`src/rtl/ifetch_unit_pkg.sv`:
```
// Shared control encodings for the instruction fetch stage.
package ifetch_unit_pkg;

  typedef enum logic [1:0] {
    IF_S_FETCH = 2'd0,
    IF_S_HOLD  = 2'd1,
    IF_S_ERR   = 2'd2
  } if_state_e;

  localparam logic [31:0] IF_RESET_PC = 32'h0000_3000;

endpackage

```
`src/rtl/fetch_pc_reg.sv`:
```
// Architectural PC register: asynchronous reset to ResetPc, loads d when load is high.
module fetch_pc_reg
  import ifetch_unit_pkg::*;
#(
  parameter logic [31:0] ResetPc = IF_RESET_PC
) (
  input  logic        clk,
  input  logic        rstn,
  input  logic        load,
  input  logic [31:0] d,
  output logic [31:0] q
);

  always_ff @(posedge clk or negedge rstn) begin
    if (!rstn) begin
      q <= ResetPc;
    end else if (load) begin
      q <= d;
    end
  end

endmodule

```
`src/rtl/ifetch_unit.sv`:
```
// Fetch stage: owns the PC, fetches over req/ack, hands instructions to decode via valid/ready.
module ifetch_unit
  import ifetch_unit_pkg::*;
#(
  parameter logic [31:0] RESET_PC = IF_RESET_PC,
  parameter int unsigned CNT_W    = 32
) (
  input  logic             clk,
  input  logic             rstn,
  input  logic [31:0]      npc,
  output logic [31:0]      pc_o,
  output logic             imem_req,
  output logic [31:0]      imem_addr,
  input  logic             imem_ack,
  input  logic [31:0]      imem_rdata,
  output logic             if_valid,
  input  logic             if_ready,
  output logic [31:0]      if_instr,
  output logic             fetch_err,
  output logic [CNT_W-1:0] retired_cnt
);

  if_state_e        state_q, state_d;
  logic [31:0]      instr_q, instr_d;
  logic [CNT_W-1:0] cnt_q, cnt_d;
  logic             pc_load;

  fetch_pc_reg #(
    .ResetPc (RESET_PC)
  ) u_pc_reg (
    .clk  (clk),
    .rstn (rstn),
    .load (pc_load),
    .d    (npc),
    .q    (pc_o)
  );

  always_comb begin
    state_d = state_q;
    instr_d = instr_q;
    cnt_d   = cnt_q;
    pc_load = 1'b0;
    unique case (state_q)
      IF_S_FETCH: begin
        if (imem_ack) begin
          instr_d = imem_rdata;
          state_d = IF_S_HOLD;
        end
      end
      IF_S_HOLD: begin
        if (if_ready) begin
          pc_load = 1'b1;
          cnt_d   = cnt_q + CNT_W'(1);
          // The misaligned target still lands in the PC so it is visible for debug.
          state_d = (npc[1:0] == 2'b00) ? IF_S_FETCH : IF_S_ERR;
        end
      end
      IF_S_ERR: begin
        state_d = IF_S_ERR;
      end
      default: begin
        state_d = IF_S_ERR;
      end
    endcase
  end

  always_ff @(posedge clk or negedge rstn) begin
    if (!rstn) begin
      state_q <= IF_S_FETCH;
      instr_q <= '0;
      cnt_q   <= '0;
    end else begin
      state_q <= state_d;
      instr_q <= instr_d;
      cnt_q   <= cnt_d;
    end
  end

  // Gate with rstn so an in-flight request drops the moment reset asserts.
  assign imem_req    = rstn && (state_q == IF_S_FETCH);
  assign if_valid    = rstn && (state_q == IF_S_HOLD);
  assign fetch_err   = (state_q == IF_S_ERR);
  assign imem_addr   = pc_o;
  assign if_instr    = instr_q;
  assign retired_cnt = cnt_q;

endmodule

```
`config.mk`:
```
export PLATFORM = sky130hd
export DESIGN_NAME = ifetch_unit
export DESIGN_NICKNAME = d
export VERILOG_FILES = /design/src/rtl/ifetch_unit_pkg.sv /design/src/rtl/fetch_pc_reg.sv /design/src/rtl/ifetch_unit.sv
export SDC_FILE = /design/constraint.sdc
export NUM_CORES = 1
export LEC_CHECK = 0
export ABC_AREA = 1
export CAP_MARGIN = 20
export CELL_PAD_IN_SITES_DETAIL_PLACEMENT = 1
export CELL_PAD_IN_SITES_GLOBAL_PLACEMENT = 1
export CORE_ASPECT_RATIO = 1.25
export CORE_MARGIN = 5
export CORE_UTILIZATION = 31
export CTS_CLUSTER_DIAMETER = 200
export DETAILED_ROUTE_END_ITERATION = 10
export MAX_ROUTING_LAYER = met4
export PLACE_DENSITY_LB_ADDON = 0.25
export SLEW_MARGIN = 20
export SYNTH_ARGS = -nofsm -noshare
export SYNTH_HDL_FRONTEND = slang
export SYNTH_SLANG_ARGS = --single-unit
```
`constraint.sdc`:
```
create_clock -name clk -period 1.9 [get_ports clk]
set_input_delay 0.285 -clock clk [delete_from_list [all_inputs] [get_ports clk]]
set_output_delay 0.285 -clock clk [all_outputs]
set_load 0.01 [all_outputs]
```
==> results of run 1 <==
[cell usage after synthesis]
master | instances | share of area, %
nor2_1 | 24 | 2.0
buf_4 | 35 | 5.8
inv_2 | 1 | 0.082
clkbuf_1 | 3 | 0.25
and2_1 | 1 | 0.14
nand3b_1 | 1 | 0.17
nor3_4 | 1 | 0.36
nand2_2 | 3 | 0.41
dfstp_2 | 2 | 1.2
xor2_1 | 10 | 1.9
nor2_2 | 6 | 0.83
nor3_1 | 8 | 0.88
buf_6 | 2 | 0.50
nand4_1 | 11 | 1.5
inv_1 | 34 | 2.8
nand3_1 | 17 | 1.9
o21ai_0 | 2 | 0.22
nor2_4 | 4 | 0.99
mux2_2 | 32 | 7.9
ha_1 | 1 | 0.28
o21bai_1 | 1 | 0.17
nand4_4 | 1 | 0.47
nand2_1 | 163 | 13
dfrtp_1 | 96 | 53
buf_2 | 3 | 0.33
nand3_2 | 1 | 0.22
nand3_4 | 1 | 0.39
xnor2_1 | 11 | 2.1
[registers in the layout, indices dropped and copies added, names as in the netlist]
name	flops
if_instr	32
retired_cnt	32
u_pc_reg.q	32
state_q	2
[kinds of logic (layout without fill, tap and decap cells)]
logic type               Yosys count  after routing  share of synthesized area [%]
AO/OA/AOI/OAI                      3              3                          0.385
XOR/XNOR                          21             21                           4.04
flip-flops                        98             98                           54.0
multiplexers                      32             32                           7.92
AND/OR/NAND/NOR                  242            242                           23.7
adder cells (fa/ha/maj)            1              1                          0.275
buffers and inverters             78            256                           9.74
[routing by layer]
layer / routed length [um] / vias up / track usage [%]
met4: 213 / 0 / 5.51
met1: 5590 / 1886 / 19.1
met3: 599 / 17 / 3.27
met5: 0 / - / -
li1: - / 1802 / -
met2: 7610 / 108 / 30.3
[worst paths after layout]
check / endpoint / slack (ps)
hold / removal: u_pc_reg.q[1] / 40
max in group asynchronous: if_instr[0] / 1480
min in group clk: u_pc_reg.q[12] / 440
hold reg to reg: u_pc_reg.q[12] / 480
setup / recovery: fetch_err / 120
setup reg to reg: retired_cnt[26] / 140
[final cells by class]
cell class | instances | area share, %
Timing Repair Buffer | 205 | 30.4
Clock inverter | 3 | 0.587
Tap cell | 178 | 3.27
Sequential cell | 98 | 36.0
Inverter | 35 | 1.93
Clock buffer | 13 | 3.67
Multi-Input combinational cell | 299 | 24.2
[worst max-delay path, cell delays in order, from the launching register on]
cell	delay, ps
dfrtp_1	460
nor2_1	130
clkdlybuf4s50_1	560
[report_power, final]
| group | total [mW] | leakage, nW | internal [mW] | switching (mW) |
|---|---|---|---|---|
| clock network | 1.82 | 0.144 | 1.05 | 0.765 |
| logic | 0.187 | 1.74 | 0.124 | 0.0633 |
| registers | 2.09 | 1.34 | 2.09 | 0 |
| total | 4.09 | 3.22 | 3.26 | 0.828 |
[timing repair]
| item | in CTS | in global routing |
|---|---|---|
| resized for setup | 2 | 1 |
| pin swaps | 0 | 0 |
| endpoints found under the setup margin | 2 | 1 |
==> qor.yml, run 1 <==
status: "complete, no violations"
grt_pass1_wl_mm: 23.1
drv_cap: 0
core_region_area_sq_um: 14400
crit_path_end_kind: "output port"
cts_tree: "yes"
htree_levels: 3
synth_cell_types: 28
reg2reg_depth: 8
setup_viol: 0
hp-class: "primary input to asynchronous set/reset pin"
placed_cells: 815
seq_area_frac_synth_pct: 54.0
cts-root-buf: "clkbuf_16"
fmax_mhz: 562
areaGrowthSynthToFinish_pct: 50.0
final_cells: 831
row_count: 49
finalWirelength_mm: 14.0
preCtsSetupSlack_ps: -50.0
final-hold-violation-count: 0
ir_worst_vdd_mv: 0.362
postSynthNetCount: 544
gp_congestion: 0.875
dieHeight_um: 145
antennaDiodeCount: 0
clk_latency_ps: 340
grt_antenna_before_repair: 0
vias: 3813
skew_ps: 5.47
p_leak_nw: 3.22
max_slew_margin_pct: 65.5
ys_warn_count: 0
drive_above_1_share_pct: 11.3
regToRegStartpoint: "retired_cnt[1]"
syn_avg_cell_area_sq_um: 9.57
tightest_slew_ps: 518
crit_required_ps: 1620
io_buffers: 198
drc: 0
crit_path_start_kind: "register"
overflow: 0
critical_path_class: "register to output port"
via_per_inst: 4.59
start_util_pct: 31.6
multiInputGateArea_sq_um: 1650
synth_seq_cells: 98
routedWlPerCell_um: 16.9
seq_area_sq_um: 2450
syn-cell-area_sq_um: 4550
layout_commonest_cell: "clkdlybuf4s50_1"
syn_inst: 475
timing.hold.ws_ps: 39.7
maxSlewViolCount: 0
cts_buffer_depth: 2
grt_pass1_vias: 4216
dr.pass1.iters: 4
path_max_fanout: 6
grt_max_degree: 99
dieArea_sq_um: 17200
setup_slack_ps: 122
final_cell_mix: "195 x clkdlybuf4s50_1, 163 x nand2_1, 96 x dfrtp_1, 33 x inv_1, 32 x mux2_2"
rsz0062_at_grt: "no"
drtIter0Drc: 150
io_pins: 199
placed_area_sq_um: 6530
cts_setup_buffers: 0
cts_hold_buf: 0
fillers: 1653
clock-sinks: 98
power_density_nw_per_um2: 600
arrival_ps: 1490
cts.clk_slew.worst_paths_ps: 60
place_hpwl_mm: 10.9
tns_ps: 0
fin_util_pct: 47.3
total_power_mw: 4.09
fin_nets: 717
postRouteAntennaNets: 0
cts_buffers: 9
die_w_um: 118
gr-usage-all-layers_pct: 17.0
period_share_pct: 93.6
min_period_ps: 1780
fin_area_sq_um: 6820
cp-startpoint: "state_q[0]"
(Power assumes the default switching activity.)
==> run 2: changes to the inputs <==
--- a/config.mk
+++ b/config.mk
@@ -21,2 +21,3 @@
 export SYNTH_HDL_FRONTEND = slang
 export SYNTH_SLANG_ARGS = --single-unit
+export TNS_END_PERCENT = 5
==> constraint.sdc (replaced) <==
create_clock -name clk -period 1.9 [get_ports clk]
set_input_delay 0.38 -clock clk [delete_from_list [all_inputs] [get_ports clk]]
set_output_delay 0.38 -clock clk [all_outputs]
set_load 0.01 [all_outputs]
==> run 2 against run 1 <==
  * Critical path depth decreased by 1
  * Global-route usage increased by 0.094 points
  * Wire length increased by 2.8%
  * Non-clock buffer count increased by 7
  * Final area increased by 0.55%
  * Clock-buffer cell count decreased by 1
  * Critical path type unchanged
  * Sequential share of layout area decreased by 0.16 points
  * First-iteration DRC count decreased by 13%
==> qor.yml, run 2 (same netlist as run 1, synthesis figures left out) <==
fillers: 1633  # was 1,653
cts.clk_slew.worst_paths_ps: 70  # was 60 ps
p_seq_share_pct: 51.1  # was 51.0%
die_w_um: 118  # unchanged
maxSlewViolCount: 0  # unchanged
setup_viol: 0  # unchanged
hp-class: "primary input to asynchronous set/reset pin"  # unchanged
drv_cap: 0  # unchanged
final_cells: 837  # was 831
status: "complete, no violations"  # unchanged
combinationalPowerShare_pct: 4.6  # about the same
placed_area_sq_um: 6570  # was 6530 sq um
power_density_nw_per_um2: 595  # was 600 nW/um^2
preCtsSetupSlack_ps: -69.2  # was -50.0 ps
clock-sinks: 98  # unchanged
pwr-share-clk_pct: 44.3  # was 44.5%
io_buffers: 198  # unchanged
areaGrowthSynthToFinish_pct: 50.8  # was 50.0%
dieHeight_um: 145  # unchanged
grt_pass1_wl_mm: 22.9  # was 23.1 mm
placed_cells: 822  # was 815
swShare_pct: 20.3  # was 20.2%
cts_hold_buf: 0  # unchanged
routedWlPerCell_um: 17.2  # was 16.9 um
dr.pass1.iters: 4  # unchanged
start_util_pct: 31.6  # unchanged
crit_path_end_kind: "output port"  # unchanged
path_max_fanout: 3  # was 6
setup_slack_ps: 90.4  # was 122 ps
io_pins: 199  # unchanged
fmax_mhz: 553  # was 562 MHz
grt_max_degree: 62  # was 99
finalWirelength_mm: 14.4  # was 14.0 mm
crit_required_ps: 1520  # was 1620 ps
max_slew_margin_pct: 48.4  # was 65.5%
fin_nets: 724  # was 717
crit_path_start_kind: "register"  # unchanged
min_period_ps: 1810  # was 1780 ps
period_share_pct: 95.2  # was 93.6%
worst-path-buf-inv: 1  # unchanged
crit_family: "flip-flops"  # was buffers and inverters
tightest_slew_ps: 775  # was 518 ps
grt_pass1_vias: 4233  # was 4,216
gr-usage-all-layers_pct: 17.1  # was 17.0%
drc: 0  # unchanged
layout_commonest_cell: "clkdlybuf4s50_1"  # unchanged
skew_ps: 6.39  # was 5.47 ps
row_count: 49  # unchanged
gp_congestion: 0.858  # was 0.875
p_int_mw: 3.26  # about the same
arrival_ps: 1430  # was 1490 ps
cts_tree: "yes"  # unchanged
via_per_inst: 4.62  # was 4.59
vias: 3869  # was 3,813
cpPeakStageDelay_ps: 550  # was 560 ps
antennaDiodeCount: 0  # unchanged
cp_slowest_cell: "dfstp_2"  # was clkdlybuf4s50_1
grt_antenna_before_repair: 0  # unchanged
cts_buffers: 9  # unchanged
final_cell_mix: "194 x clkdlybuf4s50_1, 163 x nand2_1, 94 x dfrtp_1, 33 x inv_1, 32 x mux2_2"  # was 195 x clkdlybuf4s50_1, 163 x nand2_1, 96 x dfrtp_1, 33 x inv_1, 32 x mux2_2
rsz0062_at_grt: "no"  # unchanged
critical_path_class: "register to output port"  # unchanged
overflow: 0  # unchanged
final-hold-violation-count: 0  # unchanged
p_leak_nw: 3.23  # was 3.22 nW
htree_levels: 3  # unchanged
clk_latency_ps: 350  # was 340 ps
place_hpwl_mm: 11.2  # was 10.9 mm
cts-root-buf: "clkbuf_16"  # unchanged
path_cells: "clkdlybuf4s50_1"  # was nor2_1 > clkdlybuf4s50_1
drtIter0Drc: 131  # was 150
cts_buffer_depth: 2  # unchanged
net-switching-power_uw: 827  # was 828 uW
ir_worst_vdd_mv: 0.304  # was 0.362 mV
core_region_area_sq_um: 14400  # unchanged
postRouteAntennaNets: 0  # unchanged
dieArea_sq_um: 17200  # unchanged
fin_area_sq_um: 6860  # was 6820 sq um
drive_above_1_share_pct: 12.6  # was 11.3%
-- run 2: routing by layer --
metal	vias to the layer above	wire (um)	part of all wire (%)	track usage (%)
met1	1919	5730	40	18.7
met3	21	566	3.9	2.99
met2	112	7780	54	30.4
met5	-	0	0	-
li1	1817	-	-	-
met4	0	323	2.2	7.11
-- run 2: final timing paths --
| path | from | endpoint | depth (start not counted) | slack (ps) |
|---|---|---|---|---|
| worst min-delay path | rstn | u_pc_reg.q[0] | 2 | 230 |
| max in group asynchronous | rstn | retired_cnt[24] | 3 | 630 |
| worst max-delay path | u_pc_reg.q[12] | pc_o[12] | 1 | 90 |
| min in group clk | u_pc_reg.q[12] | u_pc_reg.q[12] | 2 | 490 |
| worst min register to register | u_pc_reg.q[12] | u_pc_reg.q[12] | 2 | 490 |
| worst max register to register | retired_cnt[1] | retired_cnt[26] | 8 | 180 |
-- run 2: power groups by stage --
| stage | logic (mW) | registers (mW) | clock network, mW |
|---|---|---|---|
| 6_report | 0.188 | 2.09 | 1.81 |
| 5_1_grt | 0.207 | 2.08 | 1.98 |
| 4_1_cts | 0.194 | 2.09 | 1.87 |
| 3_5_place_dp | 0.193 | 2.13 | 0 |
| 3_3_place_gp | 0.189 | 2.13 | 0 |
| 2_1_floorplan | 0.00179 | 2.13 | 0 |
-- run 2: cell type report --
cell class	count	area (sq um)	share of cell area, %
tap	178	223	3.25
clock inverter	3	40.0	0.584
multi-input combinational	299	1650	24.1
inverter	35	131	1.92
clock buffer	12	246	3.59
timing repair buffer	212	2110	30.8
sequential	98	2460	35.8
-- run 2: repair_timing --
action                                  4_1_cts  5_1_grt
setup buffers                                 0        0
resized for setup                             3        3
endpoints found under the setup margin        2        2
gates cloned                                  0        0
-- run 2: metrics by stage --
stage	hold WS (ps)	TNS, ps	power [mW]	utilization (%)
after floorplan	84.4	0	2.13	-
after global placement	465	0	2.31	45.6
after detailed placement	484	-176	2.32	45.6
after CTS	260	0	4.15	47.6
after global routing	325	0	4.27	47.6
final	229	0	4.08	47.6
